===== config.mk =====
export PLATFORM = sky130hd
export DESIGN_NAME = io_register_bank
export DESIGN_NICKNAME = d
export VERILOG_FILES = /design/src/rtl/io_register_bank.sv
export SDC_FILE = /design/constraint.sdc
export NUM_CORES = 1
export LEC_CHECK = 0
export BUFFER_PORTS_ARGS = -buffer_cell sky130_fd_sc_hd__buf_2
export CORE_UTILIZATION = 55
export CTS_CLUSTER_SIZE = 14
export DETAILED_ROUTE_END_ITERATION = 8
export PLACE_DENSITY = 0.8
export SLEW_MARGIN = 20
export SYNTH_ARGS = -nofsm -noshare
export SYNTH_HDL_FRONTEND = slang
export SYNTH_SLANG_ARGS = --single-unit

===== constraint.sdc =====
create_clock -name slow_clock -period 4.3 [get_ports slow_clock]
set_input_delay 0.215 -clock slow_clock [delete_from_list [all_inputs] [get_ports slow_clock]]
set_output_delay 0.215 -clock slow_clock [all_outputs]
set_load 0.02 [all_outputs]

===== src/rtl/io_register_bank.sv =====
// io_register_bank
//   Memory-mapped I/O bank between the CPU data path and the board peripherals.
//   Holds the display registers, an LED register and a control register, and
//   samples the board switches through a 2-flop synchroniser plus a per-bit
//   debouncer. Debounced rising edges set sticky event flags that can raise irq.
//
//   Register map (full ADDR_LEN decode, unmapped reads return 0):
//     0x0..CH-1  DISP[i]   RW
//     0x8        SW_STATE  RO  debounced switches, zero-extended
//     0x9        SW_EVENT  R/W1C, a read also clears the bits it returned
//     0xA        LED       RW  SWITCH_SIZE-1 bits
//     0xB        CTRL      RW  bit0 blank, bit1 irq_en
//
// Ports
//   slow_clock, reset      clock, synchronous active-high reset
//   enable                 CPU run flag, gates the green LED status view
//   addr, wr_en, wr_data   register write port
//   rd_en, rd_data,        register read port, 1-cycle latency;
//   rd_valid               rd_data holds between reads
//   switches               raw asynchronous board switches
//   status                 {Neg,Zero,Carry,V,M}
//   disp_data              display registers, channel i at [i*DATA_SIZE +: DATA_SIZE]
//   red_leds, green_leds   LED register and registered status view
//   irq                    switch-event interrupt, level
module io_register_bank #(
   parameter int DATA_SIZE        = 32,
   parameter int SWITCH_SIZE      = 16,
   parameter int DISPLAY_CHANNELS = 2,
   parameter int DEBOUNCE_CYCLES  = 4,
   parameter int ADDR_LEN         = 4
) (
   input  logic                                 slow_clock,
   input  logic                                 reset,
   input  logic                                 enable,
   input  logic [ADDR_LEN-1:0]                  addr,
   input  logic                                 wr_en,
   input  logic [DATA_SIZE-1:0]                 wr_data,
   input  logic                                 rd_en,
   output logic [DATA_SIZE-1:0]                 rd_data,
   output logic                                 rd_valid,
   input  logic [SWITCH_SIZE-1:0]               switches,
   input  logic [4:0]                           status,
   output logic [DISPLAY_CHANNELS*DATA_SIZE-1:0] disp_data,
   output logic [SWITCH_SIZE-2:0]               red_leds,
   output logic [4:0]                           green_leds,
   output logic                                 irq
);

   localparam int CNT_W = (DEBOUNCE_CYCLES > 1) ? $clog2(DEBOUNCE_CYCLES) : 1;
   localparam logic [CNT_W-1:0] CNT_MAX = CNT_W'(DEBOUNCE_CYCLES - 1);

   localparam logic [ADDR_LEN-1:0] ADDR_SW_STATE = ADDR_LEN'(8);
   localparam logic [ADDR_LEN-1:0] ADDR_SW_EVENT = ADDR_LEN'(9);
   localparam logic [ADDR_LEN-1:0] ADDR_LED      = ADDR_LEN'(10);
   localparam logic [ADDR_LEN-1:0] ADDR_CTRL     = ADDR_LEN'(11);

   logic [DATA_SIZE-1:0]   disp [DISPLAY_CHANNELS];
   logic [SWITCH_SIZE-2:0] led;
   logic                   ctrl_blank;
   logic                   ctrl_irq_en;
   logic [SWITCH_SIZE-1:0] sw_state;
   logic [SWITCH_SIZE-1:0] sw_event;
   logic [SWITCH_SIZE-1:0] sync_1;
   logic [SWITCH_SIZE-1:0] sync_2;
   logic [CNT_W-1:0]       cnt      [SWITCH_SIZE];
   logic [CNT_W-1:0]       cnt_next [SWITCH_SIZE];

   logic [DISPLAY_CHANNELS-1:0] disp_hit;
   logic                        event_hit;
   logic [DATA_SIZE-1:0]        rd_mux;
   logic [SWITCH_SIZE-1:0]      sw_state_next;
   logic [SWITCH_SIZE-1:0]      sw_rise;
   logic [SWITCH_SIZE-1:0]      event_clr;

   // address decode and read mux
   always_comb begin
      disp_hit  = '0;
      event_hit = (addr == ADDR_SW_EVENT);
      rd_mux    = '0;
      for (int i = 0; i < DISPLAY_CHANNELS; i++) begin
         if (addr == ADDR_LEN'(i)) begin
            disp_hit[i] = 1'b1;
            rd_mux      = disp[i];
         end
      end
      if (addr == ADDR_SW_STATE) rd_mux = DATA_SIZE'(sw_state);
      if (event_hit)             rd_mux = DATA_SIZE'(sw_event);
      if (addr == ADDR_LED)      rd_mux = DATA_SIZE'(led);
      if (addr == ADDR_CTRL)     rd_mux = DATA_SIZE'({ctrl_irq_en, ctrl_blank});
   end

   // per-bit debounce: count consecutive cycles the synchronised bit disagrees
   // with the accepted state; accept on the DEBOUNCE_CYCLES-th such cycle
   always_comb begin
      sw_state_next = sw_state;
      sw_rise       = '0;
      for (int b = 0; b < SWITCH_SIZE; b++) begin
         cnt_next[b] = '0;
         if (sync_2[b] != sw_state[b]) begin
            if (cnt[b] == CNT_MAX) begin
               sw_state_next[b] = sync_2[b];
               sw_rise[b]       = sync_2[b];
            end else begin
               cnt_next[b] = cnt[b] + CNT_W'(1);
            end
         end
      end
   end

   // a read of SW_EVENT clears exactly the bits it returns; W1C clears written ones
   always_comb begin
      event_clr = '0;
      if (rd_en && event_hit) event_clr = event_clr | sw_event;
      if (wr_en && event_hit) event_clr = event_clr | wr_data[SWITCH_SIZE-1:0];
   end

   always_ff @(posedge slow_clock) begin
      if (reset) begin
         for (int i = 0; i < DISPLAY_CHANNELS; i++) disp[i] <= '0;
         for (int b = 0; b < SWITCH_SIZE; b++)      cnt[b]  <= '0;
         led         <= '0;
         ctrl_blank  <= 1'b0;
         ctrl_irq_en <= 1'b0;
         sw_state    <= '0;
         sw_event    <= '0;
         sync_1      <= '0;
         sync_2      <= '0;
         rd_data     <= '0;
         rd_valid    <= 1'b0;
         irq         <= 1'b0;
         green_leds  <= '0;
      end else begin
         for (int i = 0; i < DISPLAY_CHANNELS; i++) begin
            if (wr_en && disp_hit[i]) disp[i] <= wr_data;
         end
         if (wr_en && addr == ADDR_LED) led <= wr_data[SWITCH_SIZE-2:0];
         if (wr_en && addr == ADDR_CTRL) begin
            ctrl_blank  <= wr_data[0];
            ctrl_irq_en <= wr_data[1];
         end

         sync_1   <= switches;
         sync_2   <= sync_1;
         for (int b = 0; b < SWITCH_SIZE; b++) cnt[b] <= cnt_next[b];
         sw_state <= sw_state_next;
         // set has priority over a same-cycle clear
         sw_event <= (sw_event & ~event_clr) | sw_rise;

         // rd_mux sees pre-write register values, so read-during-write returns old data
         if (rd_en) rd_data <= rd_mux;
         rd_valid <= rd_en;

         irq        <= ctrl_irq_en & (|sw_event);
         green_leds <= {(enable ? status[4:1] : 4'hF), status[0]};
      end
   end

   always_comb begin
      disp_data = '0;
      for (int i = 0; i < DISPLAY_CHANNELS; i++) begin
         disp_data[i*DATA_SIZE +: DATA_SIZE] = ctrl_blank ? '0 : disp[i];
      end
   end

   assign red_leds = led;

endmodule


==> results of run 1 <==
[area by class of cell]
cell class | instances | share of cell area [%]
clock buffers | 37 | 6.58
well taps | 211 | 2.45
repair buffers | 214 | 11.5
flip-flops and latches | 216 | 46.1
clock inverters | 3 | 0.139
multi-input cells | 555 | 32.5
inverters | 22 | 0.766
[stage by stage]
step / utilization (%) / instances / power [µW] / hold slack, ps / worst slack (ps)
2_1_floorplan: - / 848 / 2470 / 307 / 2150
3_3_place_gp: 63.2 / 1188 / 2600 / 407 / 1290
3_5_place_dp: 63.2 / 1188 / 2600 / 410 / 1200
4_1_cts: 69.9 / 1258 / 4460 / 0.474 / 1700
5_1_grt: 69.9 / 1258 / 4600 / 11.1 / 1510
6_report: 69.9 / 1258 / 4440 / 9.54 / 1680
[registers in the layout (all words and copies together), names as in the netlist]
signal and flops:
red_leds 15, irq 1, sync_2 16, ctrl_blank 1, rd_valid 1, rd_data 32
sync_1 16, sw_event 16, cnt 32, sw_state 16, green_leds 5, ctrl_irq_en 1
disp 64
[power breakdown]
| part | switching [µW] | total (µW) | internal (µW) |
|---|---|---|---|
| logic | 233 | 378 | 146 |
| registers | 39.1 | 2200 | 2170 |
| clock network | 740 | 1860 | 1120 |
| total | 1010 | 4440 | 3430 |
[routing by layer]
metal  vias to the layer above  part of all wire (%)  track usage [%]
met1                      3163                    41             31.7
met2                       357                    45             39.7
met3                        75                    10             6.11
met4                         0                   3.8             10.4
met5                         -                     0                0
li1                       3330                     -                -
[cells in the final DEF (no fill, tap or decap), drive strengths merged, types with 2 or more instances in the layout]
| master | instances |
|---|---|
| a211oi | 4 |
| a21o | 2 |
| a21oi | 53 |
| a221oi | 25 |
| a22o | 2 |
| a22oi | 18 |
| and2 | 35 |
| and3 | 2 |
| buf | 184 |
| clkbuf | 37 |
| clkinv | 3 |
| dfxtp | 152 |
| dlygate4sd3 | 30 |
| edfxtp | 64 |
| ha | 16 |
| inv | 22 |
| mux2i | 21 |
| nand2 | 50 |
| nand2b | 18 |
| nand3 | 2 |
| nand3b | 18 |
| nor2 | 66 |
| nor2b | 103 |
| nor4 | 5 |
| o211ai | 14 |
| o21ai | 47 |
| o2bb2ai | 13 |
| or3 | 17 |
| xnor2 | 16 |
[worst max-delay path by stage]
stage | startpoint | endpoint | slack (ps) | cells after the start
2_1_floorplan | addr[1] | disp[0][32] | 2150 | 6
3_3_place_gp | addr[0] | disp[0][48] | 1290 | 5
3_5_place_dp | addr[0] | disp[0][48] | 1200 | 5
4_1_cts | addr[0] | disp[0][48] | 1700 | 5
5_1_grt | addr[0] | disp[0][48] | 1510 | 5
6_report | addr[0] | disp[0][48] | 1680 | 5
[kinds of logic after synthesis]
kind of cell	share of synthesized area [%]
flip-flops	56.2
AO/OA/AOI/OAI	13.1
multiplexers	2.38
buffers and inverters	4.18
adder cells (fa/ha/maj)	2.26
XOR/XNOR	1.59
AND/OR/NAND/NOR	20.3
[what timing repair did]
| action | 4_1_cts | 5_1_grt |
|---|---|---|
| hold buffers | 30 | 0 |
| endpoints found under the hold margin | 29 | 0 |
| buffers inserted | 0 | 0 |
| resized for setup | 0 | 0 |
[critical path, stage by stage]
cell	delay, ps
buf_2	400
nor2b_4	430
and2_1	660
a21o_1	700
buf_4	370
==> flow_summary_export.csv, run 1 <==
group,metric,value,unit
min_path,hold_class,"primary input to register",
synthesis,avgSynthCellArea,10.4,µm²
min_path,hold-path-cell-count,3,
synthesis,yosysWarningCount,0,
grt,grt-ovfl-total,0,
timing,finalSetupViolations,0,
placed_design,dp_hpwl,14000,µm
die,core_area,0.0154,mm²
timing,fin_setup_tns,0,ps
timing,fin_crit,2620,ps
synthesis,synth_edf_count,64,
cts,clk_pin_slew_worst_paths,60,ps
grt,antenna_found_initial,0,
grt,grt_pass1_wl,32200,µm
timing,finalMaxSlewViolations,0,
min_path,min_from,"wr_data[11]",
worst_setup_path,startpoint_type,"primary input",
synthesis,synth_largest_type_area_fraction,34.4,%
synthesis,synth_area_leaders,"dfxtp_1 (34%), edfxtp_1 (22%), nor2b_1 (7.2%), a21oi_1 (3.0%), nor2_1 (2.8%)",
synthesis,yosysSeqAreaShare,56.2,%
die,row_count,45,
placed_design,gp_congestion,0.795,
synthesis,async_reset_ff_share,0,%
die,die_h,129,µm
worst_setup_path,worst-setup-path-type,"primary input to register",
timing,max_slew_margin,32.6,%
worst_setup_path,rr_worst_depth,3,
die,design.die.area,0.0166,mm²
finish,syn_to_final_growth,22.0,%
finish,nFillCells,1202,
detailed_routing,ant_nets,0,
synthesis,synth.most_common_cell,"dfxtp_1",
synthesis,synth_nets,926,
synthesis,yosysTopAreaCell,"dfxtp_1",
timing,worst_pin_slew,1010,ps
cts,cts_sinks,216,
detailed_routing,routed_via_density,5.50,
finish,multiInputGateArea,0.00351,mm²
detailed_routing,drc_errors,0,
synthesis,synth_cells,848,
worst_setup_path,crit_path_end_kind,"register",
finish,final_nets,1109,
timing,rsz0062_at_grt,"false",
detailed_routing,vias,6925,
power_and_ir_drop,power.leakage,0.00426,µW
grt,grt_use_total,24.6,%
synthesis,ys.flop_type,"dfxtp_1",
power_and_ir_drop,powerDensity,412,mW/mm²
timing,fin_worst_skew,9.96,ps
cts,cts_max_level,1,
die,ios,180,
placed_design,portBuffers,179,
timing,period_share,60.9,%
cts,cts_tree,"built",
detailed_routing,drt_iter0_markers,574,
synthesis,synth_common_cells,"dfxtp_1 (152), nor2b_1 (102), nor2_1 (66), edfxtp_1 (64), a21oi_1 (53)",
grt,grt_max_degree,68,
synthesis,ys_ff_latch,216,
grt,grt_pass1_vias,6370,
timing,max_freq,0.382,GHz
cts,clk_latency,500,ps
finish,register_area,0.00497,mm²
min_path,min_to,"red_leds[11]",
die,die_w,129,µm
worst_setup_path,crit_arrival,2800,ps
finish,drive_gt1_share,21.4,%
placed_design,placed_cell_area,0.00976,mm²
cts,clockBufferDepth,3,
detailed_routing,drt-total-wl,20600,µm
detailed_routing,wl_per_cell,16.4,µm
power_and_ir_drop,vdd_ir_drop_max,0.334,mV
die,initial_core_util,57.3,%
cts,tritoncts.num_buffers,22,
timing,hold_viol,0,
job,max_cap_viol_count,0,
synthesis,synthDistinctLibCells,42,
synthesis,netlist_area,0.00884,mm²
finish,antennaDiodeCount,0,
worst_setup_path,r2r-end,"rd_data[0]",
worst_setup_path,rrSetupSlack,2880,ps
finish,stdcell_area,0.0108,mm²
worst_setup_path,critical_path_required,4480,ps
worst_setup_path,crit-reg2reg-launch,"ctrl_blank",
run_status,outcome,"complete, no violations",
worst_setup_path,cp_max_fo,28,
detailed_routing,first_pass_iters,5,
cts,cts-root-buf,"clkbuf_16",
No activity file was read; power rests on OpenSTA's default activity.
==> run 2, diff against run 1 <==
- CORE_UTILIZATION: 55 -> 49
- PLACE_DENSITY: 0.8 -> 0.75
- clock period: 4.3 -> 2.4 ns (I/O delays scaled with it)
==> flow_summary_export.csv, run 2 (same netlist as run 1, synthesis figures left out) <==
group,metric,value,unit
run_status,outcome,"complete, no violations",
die,ios,180,
worst_setup_path,crit_path_end_kind,"output pin",
grt,grt_pass1_vias,6681,
finish,final_common_cell,"buf_2",
detailed_routing,routed_via_density,5.33,
worst_setup_path,crit-reg2reg-launch,"sw_event[14]",
grt,grt_pass1_wl,34500,µm
worst_setup_path,timing.critical_path.buf_inv,2,
worst_setup_path,crit_chain,"buf_4 > nor2b_1 > buf_2",
detailed_routing,wl_met2,10200,µm
cts,tritoncts.num_buffers,23,
power_and_ir_drop,vdd_ir_drop_max,0.588,mV
finish,reg.largest.list,"disp (64), cnt (32), rd_data (32)",
min_path,hold-path-cell-count,3,
detailed_routing,ant_nets,0,
cts,cts_max_level,1,
detailed_routing,highest_layer,"met4",
finish,final_nets,1144,
grt,grt_use_total,23.8,%
cts,cts-root-buf,"clkbuf_16",
worst_setup_path,rr_worst_depth,2,
die,die_w,136,µm
cts,cts_setup_buffers,0,
power_and_ir_drop,powerDensity,734,mW/mm²
power_and_ir_drop,power.leakage,0.00444,µW
cts,clk_pin_slew_worst_paths,60,ps
worst_setup_path,crit_arrival,1670,ps
die,design.die.area,0.0186,mm²
timing,rsz0062_at_grt,"false",
worst_setup_path,slowest_delay,550,ps
worst_setup_path,cp_slowest_cell,"dfxtp_2",
grt,grt_max_degree,50,
timing,finalSetupViolations,0,
timing,hold_viol,0,
detailed_routing,first_pass_iters,5,
timing,fin_crit,1790,ps
timing,period_share,74.8,%
timing,finalMaxSlewViolations,0,
cts,cts_sinks,216,
detailed_routing,wl_per_cell,16.9,µm
detailed_routing,wl_met3,1820,µm
worst_setup_path,r2r-end,"irq",
cts,clk_latency,500,ps
detailed_routing,drc_errors,0,
worst_setup_path,rrSetupSlack,1140,ps
detailed_routing,drt-total-wl,22100,µm
grt,antenna_found_initial,0,
cts,clockBufferDepth,3,
placed_design,portBuffers,179,
finish,layout_common_cells,"buf_2 (178), dfxtp_1 (151), nor2b_1 (102)",
placed_design,gp_congestion,0.818,
die,row_count,48,
timing,fin_setup_tns,0,ps
min_path,min_from,"rd_en",
finish,regMostFlops,"disp",
worst_setup_path,startpoint_type,"register",
grt,grt-ovfl-total,0,
cts,cts_tree,"built",
finish,syn_to_final_growth,26.4,%
worst_setup_path,worst-setup-path-type,"register to output pin",
finish,antennaDiodeCount,0,
placed_design,dp_hpwl,14900,µm
job,max_cap_viol_count,0,
timing,fin_worst_skew,9.04,ps
min_path,hold_class,"primary input to register",
detailed_routing,drt_iter0_markers,493,
die,die_h,136,µm
finish,nFillCells,1397,
power_and_ir_drop,p_total,8200,µW
finish,largest_reg_flops,64,
timing,worst_pin_slew,966,ps
detailed_routing,vias,6963,
timing,max_slew_margin,35.6,%
worst_setup_path,critical_path_required,2280,ps
die,initial_core_util,50.6,%
finish,drive_gt1_share,21.9,%
die,core_area,0.0175,mm²
worst_setup_path,cp_max_fo,25,
timing,max_freq,0.557,GHz
worst_setup_path,worst_path_dominant_cell_family,"flip-flops",
detailed_routing,drt-met1-wl,9180,µm
min_path,min_to,"rd_valid",
## run 2: cell count changes in the layout (fill, tap and decap cells not counted), moves of 3 or more
cell	before	now
clkinv_2	3	7
dlygate4sd3_1	30	54
buf_4	6	14
clkbuf_8	6	3
## run 2: timing repair
item                                    CTS  global route
endpoints found under the hold margin    93             0
resized for setup                         0             0
endpoints found under the setup margin    0             0
hold buffers                             54             0
## run 2: routing by layer
layer  up-vias  track usage, %
met1      3221            30.4
met5         -               0
li1       3385               -
met2       300            38.2
met3        57            5.18
met4         0            11.7
## run 2: how the worst max path moves through the flow
stage               start            end  slack (ps)  cells after the start
6_report       ctrl_blank  disp_data[21]         610                      3
5_1_grt        ctrl_blank  disp_data[21]         520                      3
4_1_cts        ctrl_blank  disp_data[21]         580                      3
3_5_place_dp      addr[3]    rd_data[11]         570                      5
3_3_place_gp      addr[3]    red_leds[8]         630                      5
2_1_floorplan     addr[1]    disp[0][32]         350                      6
## run 2: metrics by stage
step                worst slack (ps)  std cells  util (%)  instance area (µm²)  hold slack [ps]
floorplan                        349        848         -                 8840              212
global placement                 635       1212      56.5                 9870              329
detailed placement               570       1212      56.5                 9870              332
CTS                              579       1307      63.9                11200             12.4
global route                     524       1307      63.9                11200             45.9
finish                           605       1307      63.9                11200             30.3
## run 2: worst reg2reg max path: stages, from the launching register on
cell	delay [ps]
dfxtp_1	330
nor4_1	520
a41oi_1	250
## run 2: report_power, final
part / internal (µW) / switching, µW
Clock: 2130 / 1390
Combinational: 299 / 438
Sequential: 3880 / 65.9
## run 2: area by class of cell
type	count	area (µm²)	share of cell area, %
clock buffers	32	661	5.91
clock inverters	9	95.1	0.851
inverters	22	82.6	0.739
multi-input cells	555	3510	31.4
flip-flops and latches	216	4970	44.5
well taps	225	282	2.52
repair buffers	248	1580	14.1
==> run 3, diff against run 2 <==
- CORE_UTILIZATION: 49 -> 55
- PLACE_DENSITY: 0.75 -> 0.8
- clock period: 2.4 -> 1.7 ns (I/O delays scaled with it)
==> flow_summary_export.csv, run 3 (same netlist as run 1, synthesis figures left out) <==
group,metric,value,unit
run_status,outcome,"complete, no violations",
min_path,min_from,"addr[2]",
placed_design,placed_cell_area,0.00996,mm²
timing,max_freq,0.633,GHz
cts,tritoncts.num_buffers,23,
detailed_routing,wl_per_cell,17.0,µm
finish,syn_to_final_growth,27.9,%
min_path,hold-path-cell-count,3,
cts,cts_setup_buffers,0,
timing,fin_crit,1580,ps
grt,grt_pass1_wl,34700,µm
worst_setup_path,crit_path_end_kind,"output pin",
finish,drive_gt1_share,22.8,%
detailed_routing,drt-met1-wl,8800,µm
detailed_routing,drt-total-wl,22200,µm
timing,finalMaxSlewViolations,0,
timing,period_share,93.0,%
worst_setup_path,crit_arrival,1500,ps
timing,hold_viol,0,
worst_setup_path,critical_path_required,1620,ps
timing,finalSetupViolations,0,
finish,final_common_cell,"buf_2",
cts,clockBufferDepth,3,
cts,cts_tree,"built",
finish,final_nets,1158,
worst_setup_path,crit_chain,"buf_12 > nor2b_1 > buf_2",
power_and_ir_drop,vdd_ir_drop_max,0.812,mV
cts,clk_latency,500,ps
detailed_routing,drt_iter0_markers,615,
timing,rsz0062_at_grt,"false",
worst_setup_path,cp_slowest_cell,"dfxtp_4",
timing,fin_setup_tns,0,ps
detailed_routing,routed_via_density,5.47,
grt,grt_use_total,26.7,%
die,ios,180,
cts,cts_max_level,1,
die,design.die.area,0.0166,mm²
detailed_routing,highest_layer,"met4",
die,core_area,0.0154,mm²
worst_setup_path,worst-setup-path-type,"register to output pin",
grt,grt-ovfl-total,0,
power_and_ir_drop,powerDensity,1030,mW/mm²
timing,worst_pin_slew,664,ps
placed_design,gp_congestion,0.861,
worst_setup_path,rr_worst_depth,3,
finish,multiInputGateArea,0.00352,mm²
cts,cts_sinks,216,
finish,nFillCells,1094,
placed_design,portBuffers,179,
detailed_routing,first_pass_iters,5,
detailed_routing,drc_errors,0,
worst_setup_path,cp_max_fo,26,
finish,regMostFlops,"disp",
grt,antenna_found_initial,1,
grt,grt_pass1_vias,6888,
cts,clk_pin_slew_worst_paths,60,ps
worst_setup_path,startpoint_type,"register",
timing,fin_worst_skew,9.38,ps
finish,register_area,0.00497,mm²
cts,cts-root-buf,"clkbuf_16",
timing,max_slew_margin,55.7,%
die,initial_core_util,57.3,%
finish,largest_reg_flops,64,
finish,reg.largest.list,"disp (64), cnt (32), rd_data (32)",
finish,layout_common_cells,"buf_2 (178), dfxtp_1 (151), nor2b_1 (102)",
placed_design,dp_hpwl,14600,µm
worst_setup_path,slowest_delay,420,ps
die,die_w,129,µm
grt,grt_max_degree,81,
power_and_ir_drop,power.leakage,0.00451,µW
detailed_routing,vias,7161,
die,die_h,129,µm
detailed_routing,wl_met3,2260,µm
job,max_cap_viol_count,0,
die,row_count,45,
detailed_routing,ant_nets,0,
detailed_routing,wl_met2,10200,µm
worst_setup_path,crit_path_start,"ctrl_blank",
finish,stdcell_area,0.0113,mm²
min_path,hold_class,"primary input to register",
worst_setup_path,crit-reg2reg-launch,"red_leds[0]",
[run 3: changes by cell type in the layout (fill, tap and decap cells not counted), moves of 2 or more]
| cell | change |
|---|---|
| dlygate4sd3_1 | +4 |
| clkbuf_1 | -3 |
| a21o_4 | +2 |
| clkinv_1 | +2 |
| a21o_1 | -2 |
| buf_4 | +9 |
[run 3: per-stage QoR]
step | instances | power [µW] | utilization [%] | hold slack, ps | worst slack, ps
floorplan | 848 | 6250 | - | 177 | 150
global placement | 1208 | 6600 | 64.6 | 292 | 258
detailed placement | 1208 | 6610 | 64.6 | 297 | 243
CTS | 1307 | 11700 | 73.2 | 61.5 | 60.6
global route | 1308 | 12000 | 73.3 | 70.8 | 72.0
finish | 1308 | 11600 | 73.3 | 82.2 | 119
[run 3: area by class of cell]
class	instances	share of cell area, %
inverter	22	0.731
antenna	1	0.0221
clock buffer	27	5.40
sequential	216	44.0
clock inverter	14	1.31
tap	211	2.34
timing repair buffer	262	15.1
multi-input combinational	555	31.2
[run 3: routing by layer]
layer  up-vias  global-route usage, %
met5         -                      0
met4         0                   12.2
met3        74                   7.15
met2       353                   44.8
met1      3305                   32.2
li1       3429                      -
[run 3: final timing paths]
| path | endpoint | slack, ps |
|---|---|---|
| hold reg to reg | cnt[1][2] | 420 |
| setup reg to reg | red_leds[0] | 460 |
| hold / removal | rd_data[0] | 80 |
| setup / recovery | disp_data[50] | 120 |
[run 3: repair_timing]
item / 4_1_cts / 5_1_grt
endpoints found under the setup margin: 0 / 2
resized for setup: 0 / 1
endpoints found under the hold margin: 105 / 0
hold buffers: 58 / 0
[run 3: power breakdown]
| group | leakage [µW] | switching [µW] | internal [µW] | total (µW) |
|---|---|---|---|---|
| clock network | 0.000382 | 1990 | 3020 | 5010 |
| registers | 0.00185 | 93.0 | 5480 | 5570 |
| logic | 0.00228 | 619 | 435 | 1050 |
[run 3: critical path: cells and delay by family, from the launching register on]
| family | cells | cell delay (ps) |
|---|---|---|
| simple gates | 1 | 190 |
| buf+inv | 2 | 380 |
| flops | 1 | 420 |
